### config.mk
export PLATFORM = sky130hd
export DESIGN_NAME = disp_hole_fill
export DESIGN_NICKNAME = d
export VERILOG_FILES = /design/src/rtl/disp_hole_fill.sv
export SDC_FILE = /design/constraint.sdc
export NUM_CORES = 1
export LEC_CHECK = 0
export ABC_CLOCK_PERIOD_IN_PS = 6000
export CORE_ASPECT_RATIO = 1.25
export CORE_MARGIN = 3
export CORE_UTILIZATION = 60
export CTS_BUF_LIST = sky130_fd_sc_hd__clkbuf_2
export DETAILED_ROUTE_END_ITERATION = 10
export DONT_BUFFER_PORTS = 1
export PLACE_DENSITY = 0.8
export SETUP_SLACK_MARGIN = 0.4
export SLEW_MARGIN = 20
export SYNTH_ARGS = -nofsm -noshare
export SYNTH_HDL_FRONTEND = slang
export SYNTH_SLANG_ARGS = --single-unit
### constraint.sdc
create_clock -name i_clk -period 6 [get_ports i_clk]
set_input_delay 1.2 -clock i_clk [delete_from_list [all_inputs] [get_ports i_clk]]
set_output_delay 1.2 -clock i_clk [all_outputs]
set_load 0.005 [all_outputs]
### src/rtl/disp_hole_fill.sv
// Disparity hole filler: replaces invalid (0) pixels with the smaller
// of the nearest valid left value and a bounded-window right value.
module disp_hole_fill #(
  parameter int D = 64,
  parameter int W = 640,
  parameter int G = 8,
  localparam int NBIT = $clog2(D),
  localparam int CW = (W > 1) ? $clog2(W) : 1,
  localparam int GW = $clog2(G + 1)
) (
  input  logic            i_clk,
  input  logic            i_rst,
  input  logic            i_dval,
  input  logic [NBIT-1:0] i_data,
  input  logic            i_fill_en,
  output logic            o_dval,
  output logic [NBIT-1:0] o_data,
  output logic            o_filled
);

  typedef struct packed {
    logic [NBIT-1:0] d;
    logic            sol;
    logic            rk;
    logic [NBIT-1:0] r;
  } ent_t;

  ent_t            dl    [G];
  ent_t            nx    [G];
  logic [CW-1:0]   col;
  logic [GW-1:0]   cnt;
  logic            lk;
  logic [NBIT-1:0] l;
  logic            run;

  ent_t            p;
  logic            lk_eff;
  logic [NBIT-1:0] fv;
  logic [NBIT-1:0] od_nx;
  logic            of_nx;

  // Shift, then walk the new valid value back over the trailing holes
  always_comb begin
    nx[0] = '{d: i_data, sol: (col == '0), rk: 1'b0, r: '0};
    for (int j = 1; j < G; j++) begin
      nx[j] = dl[j-1];
    end
    run = (i_data != '0) && (col != '0);
    for (int j = 1; j < G; j++) begin
      if (run) begin
        if (nx[j].d != '0) begin
          run = 1'b0;
        end else begin
          nx[j].rk = 1'b1;
          nx[j].r  = i_data;
          if (nx[j].sol) begin
            run = 1'b0;
          end
        end
      end
    end
  end

  always_comb begin
    p      = dl[G-1];
    lk_eff = lk & ~p.sol;
    unique case ({lk_eff, p.rk})
      2'b11:   fv = (l < p.r) ? l : p.r;
      2'b10:   fv = l;
      2'b01:   fv = p.r;
      default: fv = '0;
    endcase
    od_nx = '0;
    of_nx = 1'b0;
    if (p.d != '0) begin
      od_nx = p.d;
    end else if (i_fill_en) begin
      od_nx = fv;
      of_nx = (fv != '0);
    end
  end

  always_ff @(posedge i_clk or posedge i_rst) begin
    if (i_rst) begin
      for (int j = 0; j < G; j++) begin
        dl[j] <= '0;
      end
      col      <= '0;
      cnt      <= '0;
      lk       <= 1'b0;
      l        <= '0;
      o_dval   <= 1'b0;
      o_data   <= '0;
      o_filled <= 1'b0;
    end else if (i_dval) begin
      for (int j = 0; j < G; j++) begin
        dl[j] <= nx[j];
      end
      col      <= (col == CW'(W - 1)) ? '0 : col + 1'b1;
      o_dval   <= (cnt == GW'(G));
      if (cnt != GW'(G)) begin
        cnt <= cnt + 1'b1;
      end
      o_data   <= od_nx;
      o_filled <= of_nx;
      if (p.d != '0) begin
        lk <= 1'b1;
        l  <= p.d;
      end else if (p.sol) begin
        lk <= 1'b0;
      end
    end else begin
      o_dval <= 1'b0;
    end
  end

endmodule

; After elaboration in Yosys (flattened, before gate mapping)
; Index checks and enable logic that the tools add are counted.
[op_classes]
muxes = 42
magnitude_cmp = 1
n_bitwise = 2
add_sub_neg = 2
n_reduce_logical = 17
n_eq_ne = 6
[op_table]
columns = op, count
row1 = 7-bit two-way mux, 14
row2 = 6-bit nonzero test, 10
row3 = 1-bit two-way mux, 23
row4 = 6-bit two-way mux, 3
row5 = 6-bit one-hot mux with 3 select lines, 1
row6 = "10-bit by 1-bit adder with 10-bit output, second input constant", 1
row7 = "10-bit == test, second input constant", 1
row8 = 10-bit zero test, 1
row9 = 10-bit two-way mux, 1
row10 = 10-bit nonzero test, 1
row11 = 6-bit less-than comparator, 1
row12 = 2-bit AND reduction, 3
row13 = "4-bit by 1-bit adder with 4-bit output, second input constant", 1
row14 = "2-bit == test, second input constant", 2
row15 = "4-bit == test, second input constant", 1
row16 = "4-bit != test, second input constant", 1
row17 = "2-bit by 1-bit == test with 1-bit output, second input constant", 1
row18 = 2-bit nonzero test, 1
row19 = 1-bit bitwise AND, 1
row20 = 1-bit logical AND, 1
row21 = 1-bit inverter, 1
[totals]
ff_bits = 134
out_inout_bits = 8
elab_cells = 107
input_bits = 10

; Depth between registers and ports, before layout
; Gate-level depths: netlist (run 1).
[depth]
ltp_word = 9
depth_mapped = 10
ltp_nobuf = 8

; Least setup slack after synthesis (run 1)
; Ideal clock, no wire load.
[synth_timing]
kind = input port to flip-flop
startpoint = input port i_data[5]
endpoint = register dl[28] (netlist name)
cell_stages = 9
slack_ns = 3.065
setup_ns = 0.137
arrival_ns = 2.798
n_path_buf = 3
required_time_ns = 5.863
path_cell_list = clkbuf_1 nor4_1 a211oi_4 and4_1 buf_2 and3_1 buf_4 mux2i_1 a21oi_1
[synth_between]
elab_chain_cells = 7
[synth_lines]
columns = element, line_no
row1 = start: declaration, 14  ; input logic [NBIT-1:0] i_data,
row2 = 6-bit nonzero test, 48  ; run = (i_data != '0) && (col != '0);
row3 = 1-bit logical AND, 48
row4 = 1-bit two-way mux (4 in series), 50  ; if (run) begin
row5 = 7-bit two-way mux, 50
row6 = end signal: indexed assignment, 97  ; dl[j] <= nx[j];
row7 = end: declaration, 28  ; ent_t dl [G];
; Every way passes these cells.
; A chain may end at the register's enable or synchronous reset.

; Worst setup path after layout (run 1)
[layout_timing]
startpoint = register dl[111] (netlist name)
endpoint = register dl[28] (netlist name)
[layout_between]
elab_chain_cells = 7
[layout_lines]
columns = element, line_no
row1 = 6-bit nonzero test, 51  ; if (nx[j].d != '0) begin
row2 = 1-bit two-way mux, 51
row3 = 1-bit two-way mux (4 in series), 50
row4 = 7-bit two-way mux, 50
; Every way passes these cells.

==> results of run 1 <==
-- layout make-up --
class	count	area (um^2)	area share
Clock inverter	9	66.31	0.01077
Antenna cell	1	2.502	0.0004063
Sequential cell	134	3353	0.5444
Tap cell	126	157.7	0.02559
Clock buffer	18	90.09	0.01463
Multi-Input combinational cell	335	2380	0.3863
Timing Repair Buffer	1	7.507	0.001219
Inverter	26	102.6	0.01666
-- worst reg2reg max path, delay by kind of cell, from the launching register on --
family,cells,cell delay [ps]
simple gates,3,1480
flops,1,430
compound gates,2,400
mux,1,240
-- cells by family after synthesis --
family | count (synthesis) | share of synthesized area
compound gates | 89 | 0.08900
simple gates | 138 | 0.1174
fa+ha+maj | 9 | 0.01894
buf+inv | 55 | 0.03598
mux | 88 | 0.1586
flops | 134 | 0.5639
xor+xnor | 11 | 0.01620
-- through the flow --
step / power (mW) / cells / utilization / cell area (um^2) / hold WS (ps)
5_1_grt: 2.216 / 650 / 0.6377 / 6160 / 499.4
2_1_floorplan: 1.565 / 524 / - / 5947 / 446.0
6_report: 2.062 / 650 / 0.6377 / 6160 / 491.7
3_3_place_gp: 1.630 / 622 / 0.6210 / 5998 / 458.8
4_1_cts: 2.086 / 649 / 0.6372 / 6155 / 495.6
3_5_place_dp: 1.667 / 622 / 0.6210 / 5998 / 470.1
-- path summary, 6_finish.rpt --
kind                            slack (ps)     from      to  cells past startpoint
max in group asynchronous             4310    i_rst  dl[78]                      2
worst min-delay path                   490   cnt[3]  cnt[3]                      1
worst max-delay path                  3360  dl[111]  dl[28]                      6
worst min register to register         490   cnt[3]  cnt[3]                      1
worst max register to register        3360  dl[111]  dl[28]                      6
min in group asynchronous              540    i_rst  col[0]                      1
-- routing by layer --
metal	track usage	routed length, um
met5	0	0
met4	0.05957	171
met3	0.06607	339
met2	0.3401	5466
met1	0.2941	4754
-- registers in the layout, indices dropped and copies added, names as in the netlist --
register,flops
o_filled,1
o_dval,1
cnt,4
col,10
dl,105
l,6
o_data,6
lk,1
-- report_power, final --
| group | total, mW | internal [mW] | switching (mW) | leakage (nW) |
|---|---|---|---|---|
| clock | 0.418 | 0.131 | 0.288 | 0.105 |
| combinational | 0.379 | 0.205 | 0.174 | 0.994 |
| sequential | 1.27 | 1.09 | 0.175 | 1.62 |
| total | 2.06 | 1.43 | 0.636 | 2.71 |
-- placed cells by master (no fill, tap or decap), types with 9 or more instances in the layout --
cell      netlist  final
mux2i_1        38     38
ha_1            9      9
nand2_1        34     34
inv_1          26     25
mux2_2         50     50
a21oi_1        40     40
o21ai_0        10     10
dfrtp_1       134    134
nor2_1         56     56
clkbuf_2        0     18
==> metrics.yaml, run 1 <==
sta:
  slew_viol_final: 0
  slew_headroom: 0.4820
  timing.final.crit_share: 0.4400
  setup_tns_ps: 0
  rsz0062_at_grt: "no"
  fin_skew_ps: 26.38
  worst_pin_slew_ps: 766.2
  hold_viol: 0
  setup_slack_ps: 3360
  fin_crit_ps: 2640
  max_freq_mhz: 378.8
  setup_viol: 0
synth:
  synth_most_common_cell: "dfrtp_1"
  ys_types: 43
  synth_edf_count: 0
  synthFlopType: "dfrtp_1"
  syn_inst: 524
  synthTopCellsByArea: "dfrtp_1 (56%), mux2_2 (9.5%), mux2i_1 (6.4%)"
  ys_ff_latch: 134
  ys_top_cells_by_count: "dfrtp_1 (134), nor2_1 (56), mux2_2 (50), a21oi_1 (40), mux2i_1 (38)"
  ys_seq_area_frac: 0.5639
  netlist_area_um2: 5947
  ys_async_sr_fraction: 1.000
  syn_nets: 543
  synth_top_area_frac: 0.5639
  synth_area_leader_cell: "dfrtp_1"
  synth.avg_cell_area_um2: 11.35
  yosysWarningCount: 0
clock_tree:
  clock_sinks: 134
  cts_buffers: 17
  clk_pin_slew_ps: 160
  cts_hold_buf: 0
  cts_tree: "built"
  clk_latency_ps: 640
  cts_root_buffer: "clkbuf_2"
  post-cts-setup-buffers: 0
  ctsResizeCount: 0
  cts.htree.levels: 4
  clockBufferDepth: 2
power_and_ir_drop:
  leakagePower_nw: 2.714
  p_per_area_nw_per_um2: 334.8
  vdd_drop_max_v: 0.0001940
cells_and_area:
  final_nets: 534
  fillers: 746
  drive_gt1_frac: 0.1587
  area.growth.synth_to_final_pct: 3.577
grt:
  track_usage: 0.2170
  grt_pass1_wl_mm: 18.91
  grt_max_degree: 181
  grt_pass1_vias: 3840
  antenna_found_initial: 1
  grt_overflow: 0
floorplan:
  die_y_um: 117.3
  coreArea_um2: 9659
  rows: 40
  die_x_um: 95.05
  design.die.area_um2: 11150
  ios: 18
  initial_core_util: 0.6157
detailed_routing:
  viasPerCell: 5.837
  drtPass1Iterations: 4
  via_count: 3794
  drtIter0Drc: 259
  drc_errors: 0
  wire_per_inst_um: 16.51
  ant_nets: 0
  routed_wl_mm: 10.73
place:
  portBuffers: 0
  gp_congestion: 0.8254
  hpwl_mm: 7.048
  dp_slack_ps: 3073
setup_path:
  crit_type: "reg2reg"
  cpLargestDelayFamily: "simple AND/OR/NAND/NOR gates"
  worst-path-buf-inv: 0
  required_ps: 6530
  worst_path_largest_cell_delay_ps: 610
  cp_max_fo: 8
  cp-end-kind: "flip-flop"
  cp.arrival_ps: 3170
  cpMaxStageDelayCell: "or4_1"
  crit_chain: "or4_1 > a211oi_4 > and4_1 > and3_1 > mux2i_1 > a21oi_1"
  cp-start-kind: "flip-flop"
run:
  maxCapViolCount: 0
worst_hold_path:
  hold_path_class: "reg2reg"
run_status:
  status: "complete, no violations"
(Power assumes the default switching activity.)
==> run 2: changes to the inputs <==
Settings changed: ABC_CLOCK_PERIOD_IN_PS 6000 to 2200, CORE_UTILIZATION 60 to 59, PLACE_DENSITY 0.8 to 0.82.
Clock period 6 ns to 2.2 ns, I/O delays scaled along.
==> run 2 against run 1 <==
  * The flow now finishes with violations (hold timing, setup timing)
  * Critical path depth rose by 1
  * Sequential power rose to 2.8 times the previous value
  * Largest power group unchanged
  * Non-clock buffer count increased by 108
  * Utilization up 15 points
  * Setup slack got worse by 3500 ps
  * Sequential cell count unchanged
  * Clock skew up 12 ps
  * Final cell count is 17% higher
  * Clock power increased to 4.0 times the previous value
  * Maximum frequency grew 12%
  * Wire length rose by 41%
==> metrics.yaml, run 2 (synthesis gave the netlist of run 1 again) <==
run_status:
  status: "finished, violations left"  # was complete, no violations
  violations: "hold timing, setup timing"
floorplan:
  die_x_um: 95.80  # was 95.05 um
  design.die.area_um2: 11330  # was 11150 um^2
  rows: 40  # unchanged
  initial_core_util: 0.6125  # was 0.6157
  ios: 18  # unchanged
  die_y_um: 118.2  # was 117.3 um
  coreArea_um2: 9709  # was 9659 um^2
place:
  postPlaceCellArea_um2: 6121  # was 5998 um^2
  portBuffers: 0  # unchanged
  hpwl_mm: 7.146  # was 7.048 mm
  gp_congestion: 0.8023  # was 0.8254
setup_path:
  rr_worst_depth: 7  # was 6
  crit_type: "reg2reg"  # unchanged
  cp.arrival_ps: 2940  # was 3170 ps
  required_ps: 2780  # was 6530 ps
  cp-start-kind: "flip-flop"  # unchanged
  cpMaxStageDelayCell: "or4_4"  # was or4_1
  worst_path_largest_cell_delay_ps: 550  # was 610 ps
  crit_chain: "or4_4 > nor4_4 > buf_4 > and4_4 > and3_4 > mux2i_1 > a21oi_1"  # was or4_1 > a211oi_4 > and4_1 > and3_1 > mux2i_1 > a21oi_1
  reg2reg_to: "dl[31]"  # was dl[28]
  timing.rr.start: "dl[97]"  # was dl[111]
  r2r_setup_slack_ps: -160  # was 3360 ps
  cp_max_fo: 7  # was 8
  cp-end-kind: "flip-flop"  # unchanged
worst_hold_path:
  min_from: "i_dval"  # was cnt[3]
  min_delay_worst_endpoint: "dl[70]"  # was cnt[3]
  min_path_cells: 1  # unchanged
  hold_path_class: "in2reg"  # was reg2reg
power_and_ir_drop:
  leakagePower_nw: 3.325  # was 2.714 nW
  sw_frac_of_total: 0.3113  # was 0.3083
  power_mw: 7.034  # was 2.062 mW
  combPwrFrac: 0.265  # was 0.184
  intPower_mw: 4.844  # was 1.426 mW
  p_per_area_nw_per_um2: 925.5  # was 334.8 nW/um^2
  vdd_drop_max_v: 0.0004769  # was 0.0001940 V
  p_switching_mw: 2.190  # was 0.6360 mW
  p_clk_frac: 0.237  # was 0.203
  seqPwrFrac: 0.498  # was 0.613
grt:
  antenna_found_initial: 0  # was 1
  grt_use_met1: 0.2960  # was 0.2941
  grt_overflow: 0  # unchanged
  grt_max_degree: 181  # unchanged
  track_usage: 0.2552  # was 0.2170
  grt_pass1_vias: 4643  # was 3840
  grt.busiest_layer: "met2"  # unchanged
  use_met2: 0.4215  # was 0.3401
  grt.met3_usage: 0.07384  # was 0.06607
  grt_pass1_wl_mm: 22.28  # was 18.91 mm
clock_tree:
  cts_buffers: 17  # unchanged
  cts_hold_buf: 73  # was 0
  cts.htree.levels: 4  # unchanged
  clk_latency_ps: 720  # was 640 ps
  clock_sinks: 134  # unchanged
  cts_root_buffer: "clkbuf_2"  # unchanged
  clk_pin_slew_ps: 190  # was 160 ps
  clockBufferDepth: 2  # unchanged
  cts_tree: "built"  # unchanged
sta:
  slew_headroom: 0.6075  # was 0.4820
  setup_tns_ps: -2534  # was 0 ps
  worst_pin_slew_ps: 583.4  # was 766.2 ps
  slew_viol_final: 0  # unchanged
  setup_viol: 31  # was 0
  timing.final.crit_share: 1.074  # was 0.4400
  whs_ps: -174.0  # was 491.7 ps
  fin_crit_ps: 2362  # was 2640 ps
  rsz0062_at_grt: "yes"  # was no
  max_freq_mhz: 423.3  # was 378.8 MHz
  fin_skew_ps: 38.28  # was 26.38 ps
  hold_viol: 38  # was 0
  setup_slack_ps: -162.2  # was 3360 ps
cells_and_area:
  final_nets: 642  # was 534
  drive_gt1_frac: 0.2752  # was 0.1587
  ff_latch_area_um2: 3357  # was 3353 um^2
  multi_input_area_um2: 2638  # was 2380 um^2
  final_cell_area_um2: 7600  # was 6160 um^2
  mostFrequentLayoutCells: "dfrtp_1 (131), dlygate4sd3_1 (73), nor2_1 (53), mux2_2 (50), mux2i_1 (34)"  # was dfrtp_1 (134), nor2_1 (56), mux2_2 (50), a21oi_1 (40), mux2i_1 (38)
  num_antenna_cells: 0  # was 1
  largest_register_ffs: 105  # unchanged
  area.growth.synth_to_final_pct: 27.79  # was 3.577%
  final_common_cell: "dfrtp_1"  # unchanged
  top_regs: "dl x105, col x10"  # unchanged
  fillers: 540  # was 746
  largest_register: "dl"  # unchanged
detailed_routing:
  routed_wl_mm: 15.09  # was 10.73 mm
  drc_errors: 0  # unchanged
  viasPerCell: 6.059  # was 5.837
  drtIter0Drc: 386  # was 259
  wire_per_inst_um: 19.81  # was 16.51 um
  drtPass1Iterations: 6  # was 4
  via_count: 4617  # was 3794
  ant_nets: 0  # unchanged
run:
  maxCapViolCount: 0  # unchanged
-- run 2: cell types whose count changed in the layout (fill, tap and decap cells not counted), moves of 6 or more --
cell,change
buf_4,+26
o22ai_1,-6
dlygate4sd3_1,+73
a22oi_2,+6
a22oi_1,-6
o22ai_2,+6
a21oi_2,+7
a21oi_1,-7
-- run 2: stage by stage --
stage	cells	worst slack [ps]	utilization
floorplan	524	-51.22	-
global placement	632	46.09	0.6304
detailed placement	632	-37.55	0.6304
CTS	747	-15.22	0.7479
global route	762	-296.0	0.7827
finish	762	-162.2	0.7827
-- run 2: power groups by stage --
stage	Clock, mW	Combinational, mW	Sequential (mW)
after floorplan	0	0.933	3.34
after detailed placement	0	1.08	3.49
final	1.67	1.86	3.50
after CTS	1.67	1.61	3.44
after global routing	1.81	2.03	3.57
after global placement	0	1.01	3.46
-- run 2: final cells by class --
type                       count  share of cell area
clock buffer                  19             0.01251
tap                          126             0.02074
inverter                      26             0.01334
timing repair buffer         109              0.1408
sequential                   134              0.4417
multi-input combinational    335              0.3471
clock inverter                13             0.02387
-- run 2: worst max-delay path by stage --
| stage | cells after the start | to | startpoint |
|---|---|---|---|
| floorplan | 8 | dl[28] | dl[108] |
| finish | 7 | dl[31] | dl[97] |
| CTS | 7 | dl[4] | dl[97] |
| global route | 8 | dl[1] | dl[94] |
| global placement | 7 | dl[57] | dl[108] |
| detailed placement | 7 | dl[57] | dl[106] |
-- run 2: repair_timing --
| item | 4_1_cts | 5_1_grt |
|---|---|---|
| hold endpoints to repair | 262 | 65 |
| setup endpoints to repair | 55 | 57 |
| pin swaps | 7 | 28 |
| gates resized for setup | 18 | 38 |
| setup buffers | 10 | 15 |
-- run 2: worst max-delay path, delay by kind of cell, from the launching register on --
kind,cells,cell delay [ps]
AND/OR/NAND/NOR,4,1270
multiplexers,1,250
buffers and inverters,1,180
flip-flops,1,430
AO/OA/AOI/OAI,1,120
-- run 2: layer usage --
metal | vias up | part of all wire
met5 | - | 0
met4 | 0 | 0.050
met3 | 60 | 0.041
met2 | 163 | 0.53
met1 | 2356 | 0.38
li1 | 2038 | -
